[src/rtl/pkt_rd_scheduler_if.sv]
// Capture-memory read port and outgoing packet stream of pkt_rd_scheduler.
// The master side is the scheduler; the slave side is the memory and the packet consumer.
interface pkt_rd_scheduler_if #(
    parameter int unsigned ADDR_W = 12,
    parameter int unsigned DATA_W = 18
);
    logic              mem_rd_en;
    logic [ADDR_W-1:0] mem_rd_addr;
    logic [DATA_W-1:0] mem_rd_data;
    logic              pkt_valid;
    logic [DATA_W-1:0] pkt_data;
    logic              pkt_sop;
    logic              pkt_eop;

    modport master (
        output mem_rd_en,
        output mem_rd_addr,
        input  mem_rd_data,
        output pkt_valid,
        output pkt_data,
        output pkt_sop,
        output pkt_eop
    );

    modport slave (
        input  mem_rd_en,
        input  mem_rd_addr,
        output mem_rd_data,
        input  pkt_valid,
        input  pkt_data,
        input  pkt_sop,
        input  pkt_eop
    );
endinterface

[src/rtl/pkt_rd_scheduler.sv]
// Paced, fixed-length packet reader for the capture memory, sharing the read port with MDIO debug reads.
// Define PKT_SCHED_HDR_EN to prefix every packet with a sequence-numbered header word.
module pkt_rd_scheduler #(
    parameter int unsigned ADDR_W    = 12,
    parameter int unsigned MEM_DEPTH = 4096,
    parameter int unsigned DATA_W    = 18
) (
    input  logic                clk,
    input  logic                rst,
    input  logic [1:0]          cfg_data_length,
    input  logic [1:0]          cfg_idle_length,
    input  logic [3:0]          cfg_gap,
    input  logic                capture_start,
    input  logic                capture_again,
    input  logic                mdio_rd_req,
    input  logic [ADDR_W-1:0]   mdio_rd_addr,
    output logic                mdio_rd_ack,
    output logic [DATA_W-1:0]   mdio_rd_data,
    output logic                busy,
    output logic                rd_done,
    pkt_rd_scheduler_if.master  bus
);

    localparam int unsigned WCNT_W = 11;
    localparam int unsigned PACE_W = 4;
    localparam int unsigned IDLE_W = 6;
    localparam logic [ADDR_W-1:0] LAST_ADDR = ADDR_W'(MEM_DEPTH - 1);
    localparam logic [WCNT_W-1:0] BASE_LEN  = WCNT_W'(216);

    typedef enum logic [1:0] {IDLE, PKT, IDLE_GAP, DONE} state_e;

    state_e             state_q, state_d;
    logic [ADDR_W-1:0]  addr_q, addr_d;
    logic [WCNT_W-1:0]  wcnt_q, wcnt_d;
    logic [PACE_W-1:0]  pace_q, pace_d;
    logic [IDLE_W-1:0]  idle_q, idle_d;
    logic               again_pend_q, again_pend_d;
    logic [1:0]         len_sel_q, len_sel_d;
    logic [1:0]         idle_sel_q, idle_sel_d;
    logic [PACE_W-1:0]  gap_q, gap_d;

    // Issue stage: the cycle mem_rd_en is on the memory port
    logic               rd_en_q, rd_en_d;
    logic [ADDR_W-1:0]  rd_addr_q, rd_addr_d;
    logic               rd_pkt_q, rd_pkt_d;
    logic               rd_mdio_q, rd_mdio_d;
    logic               rd_sop_q, rd_sop_d;
    logic               rd_eop_q, rd_eop_d;
    logic               rd_last_q, rd_last_d;

    // Return stage: the cycle mem_rd_data is valid
    logic               pkt_valid_q, pkt_sop_q, pkt_eop_q;
    logic               rd_done_q, mdio_ack_q, busy_q;
    logic [DATA_W-1:0]  mdio_hold_q;

`ifdef PKT_SCHED_HDR_EN
    logic               hdr_pend_q, hdr_pend_d;
    logic [11:0]        seq_q, seq_d;
    logic               rd_hdr_q, rd_hdr_d;
    logic [11:0]        rd_seq_q, rd_seq_d;
    logic               pkt_hdr_q;
    logic [DATA_W-1:0]  hdr_word_q;
`endif

    logic [WCNT_W-1:0]  len_m1;
    logic               mdio_go;
    logic               restart;
    logic               start_pkt;
    logic               last_word;
    logic               end_pkt;

    assign len_m1 = (BASE_LEN << len_sel_q) - WCNT_W'(1);

    // Next-state, slot arbitration and issue-stage decode
    always_comb begin
        state_d      = state_q;
        addr_d       = addr_q;
        wcnt_d       = wcnt_q;
        pace_d       = pace_q;
        idle_d       = idle_q;
        again_pend_d = again_pend_q;
        len_sel_d    = len_sel_q;
        idle_sel_d   = idle_sel_q;
        gap_d        = gap_q;
        rd_en_d      = 1'b0;
        rd_addr_d    = rd_addr_q;
        rd_pkt_d     = 1'b0;
        rd_mdio_d    = 1'b0;
        rd_sop_d     = 1'b0;
        rd_eop_d     = 1'b0;
        rd_last_d    = 1'b0;
        restart      = 1'b0;
        start_pkt    = 1'b0;
        last_word    = 1'b0;
        end_pkt      = 1'b0;
`ifdef PKT_SCHED_HDR_EN
        hdr_pend_d   = hdr_pend_q;
        seq_d        = seq_q;
        rd_hdr_d     = 1'b0;
        rd_seq_d     = rd_seq_q;
`endif
        mdio_go = mdio_rd_req && !rd_mdio_q;
        if (mdio_go) begin
            rd_en_d   = 1'b1;
            rd_addr_d = mdio_rd_addr;
            rd_mdio_d = 1'b1;
        end

        if ((state_q == PKT || state_q == IDLE_GAP) && capture_again) begin
            again_pend_d = 1'b1;
        end

        case (state_q)
            IDLE: begin
                restart = capture_start || capture_again;
            end
            PKT: begin
                if (pace_q != '0) begin
                    pace_d = pace_q - PACE_W'(1);
                end else if (!mdio_go) begin
                    // A slot blocked by MDIO keeps pace at zero and retries next cycle
                    pace_d   = gap_q;
                    rd_pkt_d = 1'b1;
`ifdef PKT_SCHED_HDR_EN
                    if (hdr_pend_q) begin
                        rd_hdr_d   = 1'b1;
                        rd_sop_d   = 1'b1;
                        rd_seq_d   = seq_q;
                        hdr_pend_d = 1'b0;
                        seq_d      = seq_q + 12'd1;
                    end else begin
`endif
                        last_word = (addr_q == LAST_ADDR);
                        end_pkt   = last_word || (wcnt_q == len_m1);
                        rd_en_d   = 1'b1;
                        rd_addr_d = addr_q;
`ifndef PKT_SCHED_HDR_EN
                        rd_sop_d  = (wcnt_q == '0);
`endif
                        rd_eop_d  = end_pkt;
                        rd_last_d = last_word;
                        wcnt_d    = wcnt_q + WCNT_W'(1);
                        if (!last_word) begin
                            addr_d = addr_q + ADDR_W'(1);
                        end
`ifdef PKT_SCHED_HDR_EN
                    end
`endif
                end
                if (end_pkt) begin
                    if (last_word && !again_pend_d) begin
                        state_d = DONE;
                    end else begin
                        state_d = IDLE_GAP;
                        idle_d  = {idle_sel_q, 4'hF};
                    end
                end
            end
            IDLE_GAP: begin
                if (idle_q == '0) begin
                    if (again_pend_d) begin
                        restart = 1'b1;
                    end else begin
                        start_pkt = 1'b1;
                    end
                end else begin
                    idle_d = idle_q - IDLE_W'(1);
                end
            end
            DONE: begin
                restart = capture_again;
            end
            default: begin
                state_d = IDLE;
            end
        endcase

        if (restart) begin
            addr_d       = '0;
            again_pend_d = 1'b0;
            start_pkt    = 1'b1;
`ifdef PKT_SCHED_HDR_EN
            seq_d        = '0;
`endif
        end

        // Packet start: config is frozen here for the whole packet
        if (start_pkt) begin
            state_d    = PKT;
            wcnt_d     = '0;
            pace_d     = '0;
            len_sel_d  = cfg_data_length;
            idle_sel_d = cfg_idle_length;
            gap_d      = cfg_gap;
`ifdef PKT_SCHED_HDR_EN
            hdr_pend_d = 1'b1;
`endif
        end
    end

    // State, issue-stage and return-stage registers
    always_ff @(posedge clk) begin
        if (rst) begin
            state_q      <= IDLE;
            addr_q       <= '0;
            wcnt_q       <= '0;
            pace_q       <= '0;
            idle_q       <= '0;
            again_pend_q <= 1'b0;
            len_sel_q    <= '0;
            idle_sel_q   <= '0;
            gap_q        <= '0;
            rd_en_q      <= 1'b0;
            rd_addr_q    <= '0;
            rd_pkt_q     <= 1'b0;
            rd_mdio_q    <= 1'b0;
            rd_sop_q     <= 1'b0;
            rd_eop_q     <= 1'b0;
            rd_last_q    <= 1'b0;
            pkt_valid_q  <= 1'b0;
            pkt_sop_q    <= 1'b0;
            pkt_eop_q    <= 1'b0;
            rd_done_q    <= 1'b0;
            mdio_ack_q   <= 1'b0;
            busy_q       <= 1'b0;
            mdio_hold_q  <= '0;
`ifdef PKT_SCHED_HDR_EN
            hdr_pend_q   <= 1'b0;
            seq_q        <= '0;
            rd_hdr_q     <= 1'b0;
            rd_seq_q     <= '0;
            pkt_hdr_q    <= 1'b0;
            hdr_word_q   <= '0;
`endif
        end else begin
            state_q      <= state_d;
            addr_q       <= addr_d;
            wcnt_q       <= wcnt_d;
            pace_q       <= pace_d;
            idle_q       <= idle_d;
            again_pend_q <= again_pend_d;
            len_sel_q    <= len_sel_d;
            idle_sel_q   <= idle_sel_d;
            gap_q        <= gap_d;
            rd_en_q      <= rd_en_d;
            rd_addr_q    <= rd_addr_d;
            rd_pkt_q     <= rd_pkt_d;
            rd_mdio_q    <= rd_mdio_d;
            rd_sop_q     <= rd_sop_d;
            rd_eop_q     <= rd_eop_d;
            rd_last_q    <= rd_last_d;
            pkt_valid_q  <= rd_pkt_q;
            pkt_sop_q    <= rd_sop_q;
            pkt_eop_q    <= rd_eop_q;
            rd_done_q    <= rd_last_q;
            mdio_ack_q   <= rd_mdio_q;
            busy_q       <= (state_d == PKT) || (state_d == IDLE_GAP);
            if (mdio_ack_q) begin
                mdio_hold_q <= bus.mem_rd_data;
            end
`ifdef PKT_SCHED_HDR_EN
            hdr_pend_q   <= hdr_pend_d;
            seq_q        <= seq_d;
            rd_hdr_q     <= rd_hdr_d;
            rd_seq_q     <= rd_seq_d;
            pkt_hdr_q    <= rd_hdr_q;
            hdr_word_q   <= DATA_W'({2'b10, 4'd0, rd_seq_q});
`endif
        end
    end

    assign bus.mem_rd_en   = rd_en_q;
    assign bus.mem_rd_addr = rd_addr_q;
    assign bus.pkt_valid   = pkt_valid_q;
    assign bus.pkt_sop     = pkt_sop_q;
    assign bus.pkt_eop     = pkt_eop_q;

    // Returning memory data is forwarded in the return cycle, zero when no word is valid
`ifdef PKT_SCHED_HDR_EN
    assign bus.pkt_data    = pkt_hdr_q ? hdr_word_q : (pkt_valid_q ? bus.mem_rd_data : '0);
`else
    assign bus.pkt_data    = pkt_valid_q ? bus.mem_rd_data : '0;
`endif
    assign mdio_rd_ack     = mdio_ack_q;
    assign mdio_rd_data    = mdio_ack_q ? bus.mem_rd_data : mdio_hold_q;
    assign busy            = busy_q;
    assign rd_done         = rd_done_q;

endmodule

[src/flat_wrapper.sv]
// flat-port wrapper written by rule: the top's interface ports become plain ports
module pkt_rd_scheduler_flat 
#(
    parameter int unsigned ADDR_W    = 12,
    parameter int unsigned MEM_DEPTH = 4096,
    parameter int unsigned DATA_W    = 18
)
  (clk, rst, cfg_data_length, cfg_idle_length, cfg_gap, capture_start, capture_again, mdio_rd_req, mdio_rd_addr, mdio_rd_ack, mdio_rd_data, busy, rd_done, bus_mem_rd_en, bus_mem_rd_addr, bus_mem_rd_data, bus_pkt_valid, bus_pkt_data, bus_pkt_sop, bus_pkt_eop);
  pkt_rd_scheduler_if #(.ADDR_W(ADDR_W), .DATA_W(DATA_W)) bus_i ();
  input  logic clk;
  input  logic rst;
  input  logic [1:0] cfg_data_length;
  input  logic [1:0] cfg_idle_length;
  input  logic [3:0] cfg_gap;
  input  logic capture_start;
  input  logic capture_again;
  input  logic mdio_rd_req;
  input  logic [ADDR_W-1:0] mdio_rd_addr;
  output logic mdio_rd_ack;
  output logic [DATA_W-1:0] mdio_rd_data;
  output logic busy;
  output logic rd_done;
  output wire logic [$bits(bus_i.mem_rd_en)-1:0] bus_mem_rd_en;
  output wire logic [$bits(bus_i.mem_rd_addr)-1:0] bus_mem_rd_addr;
  input wire logic [$bits(bus_i.mem_rd_data)-1:0] bus_mem_rd_data;
  output wire logic [$bits(bus_i.pkt_valid)-1:0] bus_pkt_valid;
  output wire logic [$bits(bus_i.pkt_data)-1:0] bus_pkt_data;
  output wire logic [$bits(bus_i.pkt_sop)-1:0] bus_pkt_sop;
  output wire logic [$bits(bus_i.pkt_eop)-1:0] bus_pkt_eop;
  assign bus_mem_rd_en = bus_i.mem_rd_en;
  assign bus_mem_rd_addr = bus_i.mem_rd_addr;
  assign bus_i.mem_rd_data = bus_mem_rd_data;
  assign bus_pkt_valid = bus_i.pkt_valid;
  assign bus_pkt_data = bus_i.pkt_data;
  assign bus_pkt_sop = bus_i.pkt_sop;
  assign bus_pkt_eop = bus_i.pkt_eop;
  pkt_rd_scheduler #(.ADDR_W(ADDR_W), .MEM_DEPTH(MEM_DEPTH), .DATA_W(DATA_W)) u_core (.clk(clk), .rst(rst), .cfg_data_length(cfg_data_length), .cfg_idle_length(cfg_idle_length), .cfg_gap(cfg_gap), .capture_start(capture_start), .capture_again(capture_again), .mdio_rd_req(mdio_rd_req), .mdio_rd_addr(mdio_rd_addr), .mdio_rd_ack(mdio_rd_ack), .mdio_rd_data(mdio_rd_data), .busy(busy), .rd_done(rd_done), .bus(bus_i));
endmodule
[config.mk]
export PLATFORM = sky130hd
export DESIGN_NAME = pkt_rd_scheduler_flat
export DESIGN_NICKNAME = d
export VERILOG_FILES = /design/src/rtl/pkt_rd_scheduler_if.sv /design/src/rtl/pkt_rd_scheduler.sv /design/src/flat_wrapper.sv
export SDC_FILE = /design/constraint.sdc
export NUM_CORES = 1
export LEC_CHECK = 0
export CAP_MARGIN = 15
export CORE_MARGIN = 4
export CORE_UTILIZATION = 50
export DETAILED_ROUTE_END_ITERATION = 10
export GPL_TIMING_DRIVEN = 0
export PLACE_DENSITY = 0.77
export SLEW_MARGIN = 20
export SYNTH_ARGS = -nofsm -noshare
export SYNTH_HDL_FRONTEND = slang
export SYNTH_SLANG_ARGS = --single-unit
[constraint.sdc]
create_clock -name clk -period 2.29 [get_ports clk]
set_input_delay 0.229 -clock clk [delete_from_list [all_inputs] [get_ports clk]]
set_output_delay 0.229 -clock clk [all_outputs]
set_load 0.01 [all_outputs]
Word level (Yosys, flattened, before mapping)
Index checks and enable logic that the tools add are counted.
Cells by class
  $add $sub $neg: 5
  equal/unequal tests: 11
  shift operators: 1
  multiplexer cells: 35
  bitwise gates (word level): 4
  reduce and logical (&&, ||, !) cells: 23
Operators with widths (count)
  $mux W12: 4
  $mux W18: 2
  $mux W1: 19
  $mux W6: 3
  $add A12 B1 Y12 const B: 1
  $eq A12 B12 Y1 const B: 1
  $pmux W6 S2: 1
  $add A11 B1 Y11 const B: 1
  $eq A11 B11 Y1: 1
  $logic_not A11 Y1: 1
  $shl A8 B2 Y11 const A: 1
  $sub A11 B1 Y11 const B: 1
  $mux W4: 2
  $ne A2 B2 Y1 const B: 4
  $reduce_and A4 Y1: 2
  $eq A2 B2 Y1 const B: 3
  $logic_not A6 Y1: 1
  $mux W2: 3
  $reduce_or A2 Y1: 3
  $sub A6 B1 Y6 const B: 1
  $eq A2 B1 Y1 const B: 2
  $logic_or A1 B1 Y1: 4
  $not A1 Y1: 4
  $reduce_bool A4 Y1: 1
  10 further kinds: 13
Word-level totals
  flip-flop bits (word level): 86
  logic and storage cells: 102

Logic depth before layout (Yosys ltp)
Gate-level depths: netlist of the first run.
  word-level depth: 12
  depth in mapped cells: 10

Worst setup path before layout of the first run
No wires, ideal clock.
  path type: flip-flop to flip-flop
  start point: register u_core.len_sel_q[1]
  end point: register u_core.idle_q[4]
  library setup time: 119 ps
  data arrival time: 1962 ps
  required time: 2171 ps
  setup slack: 209 ps
  stages on the path, launching flop included: 9
  path buffers: 0
  period minus slack after synthesis: 2081 ps
  cells stage by stage: dfxtp_1 inv_1 ha_1 xnor2_1 nand4_1 or4_4 and3_2 o21ai_0 a21oi_1
On the way
  cells in the longest elaborated chain, start to end: 9
RTL lines
  start, declared: RTL line pkt_rd_scheduler.sv:38  | logic [1:0] len_sel_q, len_sel_d;
  start signal, assigned: RTL line pkt_rd_scheduler.sv:242  | len_sel_q <= len_sel_d;
  $shl A8 B2 Y11: RTL line pkt_rd_scheduler.sv:72  | assign len_m1 = (BASE_LEN << len_sel_q) - WCNT_W'(1);
  $sub A11 B1 Y11: RTL line pkt_rd_scheduler.sv:72
  $eq A11 B11 Y1: RTL line pkt_rd_scheduler.sv:134  | end_pkt = last_word || (wcnt_q == len_m1);
  $logic_or A1 B1 Y1: RTL line pkt_rd_scheduler.sv:134
  $mux W1: RTL line pkt_rd_scheduler.sv:120  | end else if (!mdio_go) begin
  $mux W1: RTL line pkt_rd_scheduler.sv:118  | if (pace_q != '0) begin
  $mux W1: RTL line pkt_rd_scheduler.sv:113  | case (state_q)
  $ne A2 B2 Y1 (no source line)
  $reduce_and A4 Y1 (no source line)
  end signal, assigned: RTL line pkt_rd_scheduler.sv:240  | idle_q <= idle_d;
  end, declared: RTL line pkt_rd_scheduler.sv:36  | logic [IDLE_W-1:0] idle_q, idle_d;
Every way passes these cells. The select of a mux whose other input is x is not followed.
A chain may end at the register's enable or synchronous reset.

Worst setup path in the final report of the first run
  start point: register u_core.state_q[1]
  end point: register u_core.idle_q[5]
On the way
  cells in the longest elaborated chain, start to end: 8
  elaborated cells between the ends (all ways): 13
  those cells by class: 5 x eq/ne; 2 x mux; 6 x reduce/logical
RTL lines
  start, declared: RTL line pkt_rd_scheduler.sv:32  | state_e state_q, state_d;
  start signal, assigned: RTL line pkt_rd_scheduler.sv:236  | state_q <= state_d;
  $eq A2 B1 Y1 / $eq A2 B2 Y1 (equally long branches): RTL line pkt_rd_scheduler.sv:109, pkt_rd_scheduler.sv:113
  $logic_or A1 B1 Y1: RTL line pkt_rd_scheduler.sv:109  | if ((state_q == PKT || state_q == IDLE_GAP) && capture_again) begin
  $logic_and A1 B1 Y1: RTL line pkt_rd_scheduler.sv:109
  $mux W1: RTL line pkt_rd_scheduler.sv:109
  $logic_not A1 Y1: RTL line pkt_rd_scheduler.sv:151  | if (last_word && !again_pend_d) begin
  $logic_and A1 B1 Y1: RTL line pkt_rd_scheduler.sv:151
  $ne A2 B2 Y1 (no source line)
  $reduce_and A4 Y1 (no source line)
Several ways; a longest one is shown, not always the timed one.

==> results of run 1 <==
[timing repair]
item,in CTS,in global routing
hold buffers,0,0
endpoints found under the setup margin,22,36
buffers inserted,0,2
endpoints found under the hold margin,0,0
gates resized for setup,4,15
pin swaps,0,3
[worst min-delay path by stage]
stage	endpoint	cells past startpoint	slack, ps
final	u_core.bus.pkt_valid	1	440
after global placement	u_core.bus.pkt_eop	1	420
after detailed placement	u_core.bus.pkt_valid	1	420
after CTS	u_core.bus.pkt_valid	1	440
after global routing	u_core.rd_done	1	450
after floorplan	u_core.gap_q[0]	2	370
[through the flow]
step | util [%] | setup TNS, ps | power, mW
6_report | 69.67 | 0 | 3.234
4_1_cts | 68.89 | 0 | 3.236
2_1_floorplan | - | 0 | 1.908
3_3_place_gp | 66.18 | -20.90 | 2.136
5_1_grt | 69.67 | -35.67 | 3.362
3_5_place_dp | 66.18 | -330.6 | 2.152
[power by group through the flow]
stage | clock [mW] | combinational [mW] | sequential (mW)
3_3_place_gp | 0 | 0.516 | 1.62
4_1_cts | 1.12 | 0.530 | 1.59
6_report | 1.11 | 0.531 | 1.59
2_1_floorplan | 0 | 0.282 | 1.63
5_1_grt | 1.18 | 0.582 | 1.60
3_5_place_dp | 0 | 0.528 | 1.62
[sequential cells by signal (all words and copies together), names as in the netlist, 2 cells and up]
register / flops
u_core.pace_q: 4
u_core.len_sel_q: 2
u_core.wcnt_q: 11
u_core.state_q: 2
u_core.idle_q: 6
u_core.bus.mem_rd_addr: 12
u_core.mdio_hold_q: 18
u_core.addr_q: 12
u_core.idle_sel_q: 2
u_core.gap_q: 4
[kinds of logic after synthesis]
kind of cell | synth area share, %
flip-flops | 42.04
adder cells (fa/ha/maj) | 4.888
AND/OR/NAND/NOR | 26.03
buffers and inverters | 4.797
AO/OA/AOI/OAI | 9.166
XOR/XNOR | 6.171
multiplexers | 6.905
[routing by layer]
| metal | global-route usage, % | vias up | routed length (um) |
|---|---|---|---|
| li1 | - | 1761 | - |
| met1 | 25.32 | 1643 | 4391 |
| met2 | 33.59 | 113 | 4522 |
| met3 | 3.397 | 14 | 589 |
| met4 | 6.723 | 0 | 144 |
| met5 | 0 | - | 0 |
[worst max-delay path: cells and delay by family (launching register included)]
kind	cells	cell delay, ps
compound gates	1	260
fa+ha+maj	1	160
buf+inv	2	230
flops	1	350
simple gates	5	1090
[cells in the final DEF (no fill, tap or decap), drive strengths merged, types with 7 or more instances in the layout]
cell and count:
xor2 16, nand2 49, nand4 9, ha 16, inv 17, a311oi 14
clkdlybuf4s50 97, a21oi 18, nor2 59, mux2i 8, xnor2 10, mux2 18
nand3 14, clkbuf 22, and2 38, buf 12, dfxtp 86, o21ai 7
[final cells by class]
cell class / instances / area, um^2 / area share (%)
Buffer: 22 / 125.1 / 2.288
Clock buffer: 10 / 137.6 / 2.517
Clock inverter: 6 / 71.32 / 1.304
Inverter: 17 / 63.81 / 1.167
Multi-Input combinational cell: 328 / 2226 / 40.71
Sequential cell: 86 / 1730 / 31.65
Tap cell: 102 / 127.6 / 2.334
Timing Repair Buffer: 99 / 985.9 / 18.03
==> results.md, run 1 <==
* Leak Pwr at 2.105 nW
* CP arrival at 2460 ps
* Post-Place Cell Area at 5194 um^2
* Drt first pass iters at 4
* Starting Density at 52.18%
* Final global-route overflow total at 0
* Clock group share of total power at 34.3%
* GRT Util Overall at 19.74%
* Largest net degree at the start of global routing at 16
* Fin crit period at 2199 ps
* Die height at 98.50 um
* CP Capture Type: register
* Crit path required time at 2550 ps
* Row cnt at 32
* Finished Layout Cells at 670
* Final Cell Area at 5468 um^2
* Peak supply drop at 0.4426 mV
* Switching fraction of total power at 26.73%
* End of the critical path: u_core.idle_q[5]
* Fraction of layout instances using a drive strength above 1 at 12.68%
* Vias in the first global route at 3,428
* Area leader, netlist: dfxtp_1
* Max-slew violations at 0
* CTS Buffer Depth at 2
* CTS buffer count at 9
* Drc violations at 0
* DP Wirelength at 7333 um
* Synth top cells by count: dfxtp_1 (86), nor2_1 (59), nand2_1 (48)
* Combinational fraction of design power at 16.4%
* Die width at 98.50 um
* Reg2Reg Launch Point: u_core.state_q[1]
* CP max FO at 7
* Post-synth top area share at 42.04%
* Post-Route WL at 9647 um
* Clock Pin Slew Worst Setup and Hold Paths at 90 ps
* Seq/Total Area, Yosys at 42.04%
* Worst setup SP type: register
* Share of flip-flops with an asynchronous set or reset at 0%
* Cell area after synthesis at 4095 um^2
* Clock Skew at 11.98 ps
* # IOs at 98
* Max-slew headroom at 59.27%
* Worst skew pair latency at 360 ps
* P&R area growth vs syn at 33.52%
* Largest stage delay, worst path at 570 ps
* Cell Chain, Critical Path: inv_2 -> ha_4 -> and4bb_1 -> buf_6 -> nand4_1 -> or4_4 -> nand3_4 -> nand3_1 -> a32o_1
* Max-Cap Viols at 0
* Crit Path Category: reg2reg
* DP Cell Count at 654
* Core Region at 7848 um^2
* CP startpoint: u_core.state_q[1]
* Layout Nets at 622
* CTS root buf: clkbuf_8
* Number of fill cells at 651
* Most frequent cell after synthesis: dfxtp_1
* Fin. Hold Viols at 0
* H-tree depth at 3
* Initial antenna violation count at 0
* Max Freq at 454.8 MHz
* HP Start: u_core.rd_pkt_q
* Die ar. at 9702 um^2
* Synthesized net count at 514
* EDFF count, synth at 0
* NetSw at 0.8643 mW
* Synth top area cells: dfxtp_1 (42%), and2_1 (5.7%), nor2_1 (5.4%)
* Pwr/cell area at 591.5 nW/um^2
* Avg Synthesized Cell Area at 9.000 um^2
* Setup-failing EPs final at 0
* Worst Max-Slew Pin Slew at 605.4 ps
* Post-Syn Instances at 455
* Period utilization at 96.02%
* Final setup margin at 91.24 ps
* Place WS at -50.47 ps
* Via density at 5.270
* Top_reg_cell synth: dfxtp_1
* Reg2reg path depth at 9
* Outcome: completed
* Initial DRC Count at 166
* Vias at 3,531
* Hold slack at 441.8 ps
* Reg power frac at 49.3%
* FF-to-FF setup slack at 90 ps
* First-pass GRT wire length at 16,100 um
* Worst hold-check path type: reg2reg
* Clock net sink count at 86
* Wire per inst at 14.40 um
* Ys Warns at 0
* Antenna viol nets, final at 0
* Antenna Cells at 0
* PortBufs at 97
* Global placer's final weighted congestion at 0.8971
* Post-synth cell types at 54
* Cell-internal power at 2.370 mW
* CTS tree: yes
* Capturing point of the worst reg2reg path: u_core.idle_q[5]
* #FFs+latches synth at 86
* Slowest stage cell on the critical path: or4_4
No activity file was read; power rests on OpenSTA's default activity.
==> run 2, diff against run 1 <==
- CORE_UTILIZATION: 50 -> 45
- PLACE_DENSITY: 0.77 -> 0.7
==> run 2 against run 1 <==
  * Sequential cell count did not move
  * Total power fell by 4.7%
  * Worst hold slack barely moved
  * Worst setup slack improved by 28 ps
  * Sequential share of layout area rose by 0.24 points
  * Design area fell by 0.59%
  * Clock-buffer cell count fell by 1
  * Final cell count rose by 0.75%
  * Critical endpoint is now u_core.addr_q[11]
  * Largest power group unchanged
  * Highest routed layer unchanged
==> results.md, run 2 (same netlist as run 1, synthesis figures left out) <==
* Outcome: completed
* Antenna viol nets, final at 0
* Largest net degree at the start of global routing at 16
* Reg power frac at 51.8%
* Core Region at 8806 um^2
* H-tree depth at 3
* Worst setup SP type: register
* Cell-internal power at 2.225 mW
* Antenna Cells at 0
* Clock group share of total power at 31.2%
* Post-layout util at 61.72%
* Die width at 103.4 um
* CP top delay family: simple AND/OR/NAND/NOR gates
* Fraction of layout instances using a drive strength above 1 at 12.70%
* Fin crit period at 2170 ps
* Clock Skew at 10.12 ps
* Setup-failing EPs final at 0
* Layout Nets at 621
* Hold_buf cts at 0
* Max Freq at 460.7 MHz
* CTS tree: yes
* CP arrival at 2460 ps
* Place WS at -108.4 ps
* Worst hold-check path type: reg2reg
* Commonest cells after routing, fill and taps aside: clkdlybuf4s50_1 (97), dfxtp_1 (81), nor2_1 (59), nand2_1 (48), and2_1 (37)
* Crit Path Category: reg2reg
* GRT Util Overall at 18.21%
* Post-Place Cell Area at 5201 um^2
* Max-slew headroom at 61.72%
* First-pass GRT wire length at 15,370 um
* DP Cell Count at 660
* Initial antenna violation count at 0
* Number of fill cells at 797
* Peak supply drop at 0.4314 mV
* Combinational fraction of design power at 17.1%
* Switching fraction of total power at 27.79%
* Fin. Hold Viols at 0
* CP Capture Type: register
* Final setup margin at 119.6 ps
* Drc violations at 0
* Finished Layout Cells at 675
* DP Wirelength at 7506 um
* Clock net sink count at 86
* Clock Pin Slew Worst Setup and Hold Paths at 90 ps
* Cell Chain, Critical Path: inv_1 -> ha_2 -> and4bb_1 -> buf_6 -> nand2_4 -> or3_1 -> buf_2 -> or3_1 -> a21oi_1
* Initial DRC Count at 130
* Row cnt at 34
* Leak Pwr at 2.077 nW
* RSZ-0062 raised after global routing: no
* PortBufs at 97
* Max FFs per register at 18
* Worst Max-Slew Pin Slew at 574.2 ps
* Via density at 5.121
* P&R area growth vs syn at 32.72%
* Die ar. at 10,690 um^2
* Commonest non-fill, non-tap cell in the layout: clkdlybuf4s50_1
* Crit path required time at 2570 ps
* Max-slew violations at 0
* Slowest stage cell on the critical path: or3_1
* Pwr/cell area at 567.0 nW/um^2
* Post-Route WL at 9765 um
* CTS buffer count at 9
* CTS Buffer Depth at 2
* Largest stage delay, worst path at 370 ps
* Final global-route overflow total at 0
* Pwr Total at 3.082 mW
* Worst skew pair latency at 350 ps
* Final Cell Area at 5435 um^2
* Buf+Inv Stages, Crit Path at 3
* Period utilization at 94.78%
* NetSw at 0.8565 mW
* Drt first pass iters at 4
* Die height at 103.4 um
* CTS root buf: clkbuf_8
* Starting Density at 46.50%
* # IOs at 98
* Critical Path Most Common Cell: or3_1
* CP max FO at 7
* Vias in the first global route at 3,261
* Hold slack at 442.1 ps
* Final setup TNS at 0 ps
* Max-Cap Viols at 0
* Vias at 3,457
* Top reg by flops: u_core.mdio_hold_q
* Global placer's final weighted congestion at 0.8872
* Wire per inst at 14.47 um
run 2: cell types whose count changed in the layout (fill, tap and decap cells not counted), moves of 2 or more:
cell / delta
inv_1: +2
clkinv_4: -2
clkinv_2: +2
ha_2: +2
inv_2: -2
run 2: final timing paths:
| path | slack, ps | from | to | cells past startpoint |
|---|---|---|---|---|
| worst max register to register | 120 | u_core.pace_q[0] | u_core.addr_q[11] | 9 |
| worst min register to register | 440 | u_core.rd_sop_q | u_core.bus.pkt_sop | 1 |
| worst min-delay path | 440 | u_core.rd_sop_q | u_core.bus.pkt_sop | 1 |
| worst max-delay path | 120 | u_core.pace_q[0] | u_core.addr_q[11] | 9 |
run 2: layout make-up:
cell class | count | area [um^2] | share of cell area, %
flip-flops and latches | 86 | 1733 | 31.88
repair buffers | 98 | 978.4 | 18.00
clock inverters | 7 | 50.05 | 0.9208
plain buffers | 22 | 125.1 | 2.302
clock buffers | 9 | 123.9 | 2.279
inverters | 17 | 63.81 | 1.174
well taps | 108 | 135.1 | 2.486
multi-input cells | 328 | 2226 | 40.95
run 2: routing by layer:
metal / part of all wire [%] / global-route usage (%) / vias up
li1: - / - / 1756
met1: 44 / 22.79 / 1579
met2: 47 / 31.57 / 110
met3: 7.6 / 3.421 / 12
met4: 1.4 / 5.876 / 0
met5: 0 / 0 / -
run 2: power by group through the flow:
stage,Clock [mW],Sequential (mW),Combinational [mW]
2_1_floorplan,0,1.63,0.282
3_3_place_gp,0,1.62,0.518
3_5_place_dp,0,1.62,0.528
4_1_cts,0.982,1.59,0.532
5_1_grt,1.04,1.60,0.577
6_report,0.961,1.60,0.526
run 2: repair_timing:
action / CTS / global route
buffers inserted: 0 / 1
setup endpoints to repair: 25 / 31
gates resized for setup: 8 / 12
pin swaps: 0 / 2
hold endpoints to repair: 0 / 0
cloned: 0 / 0
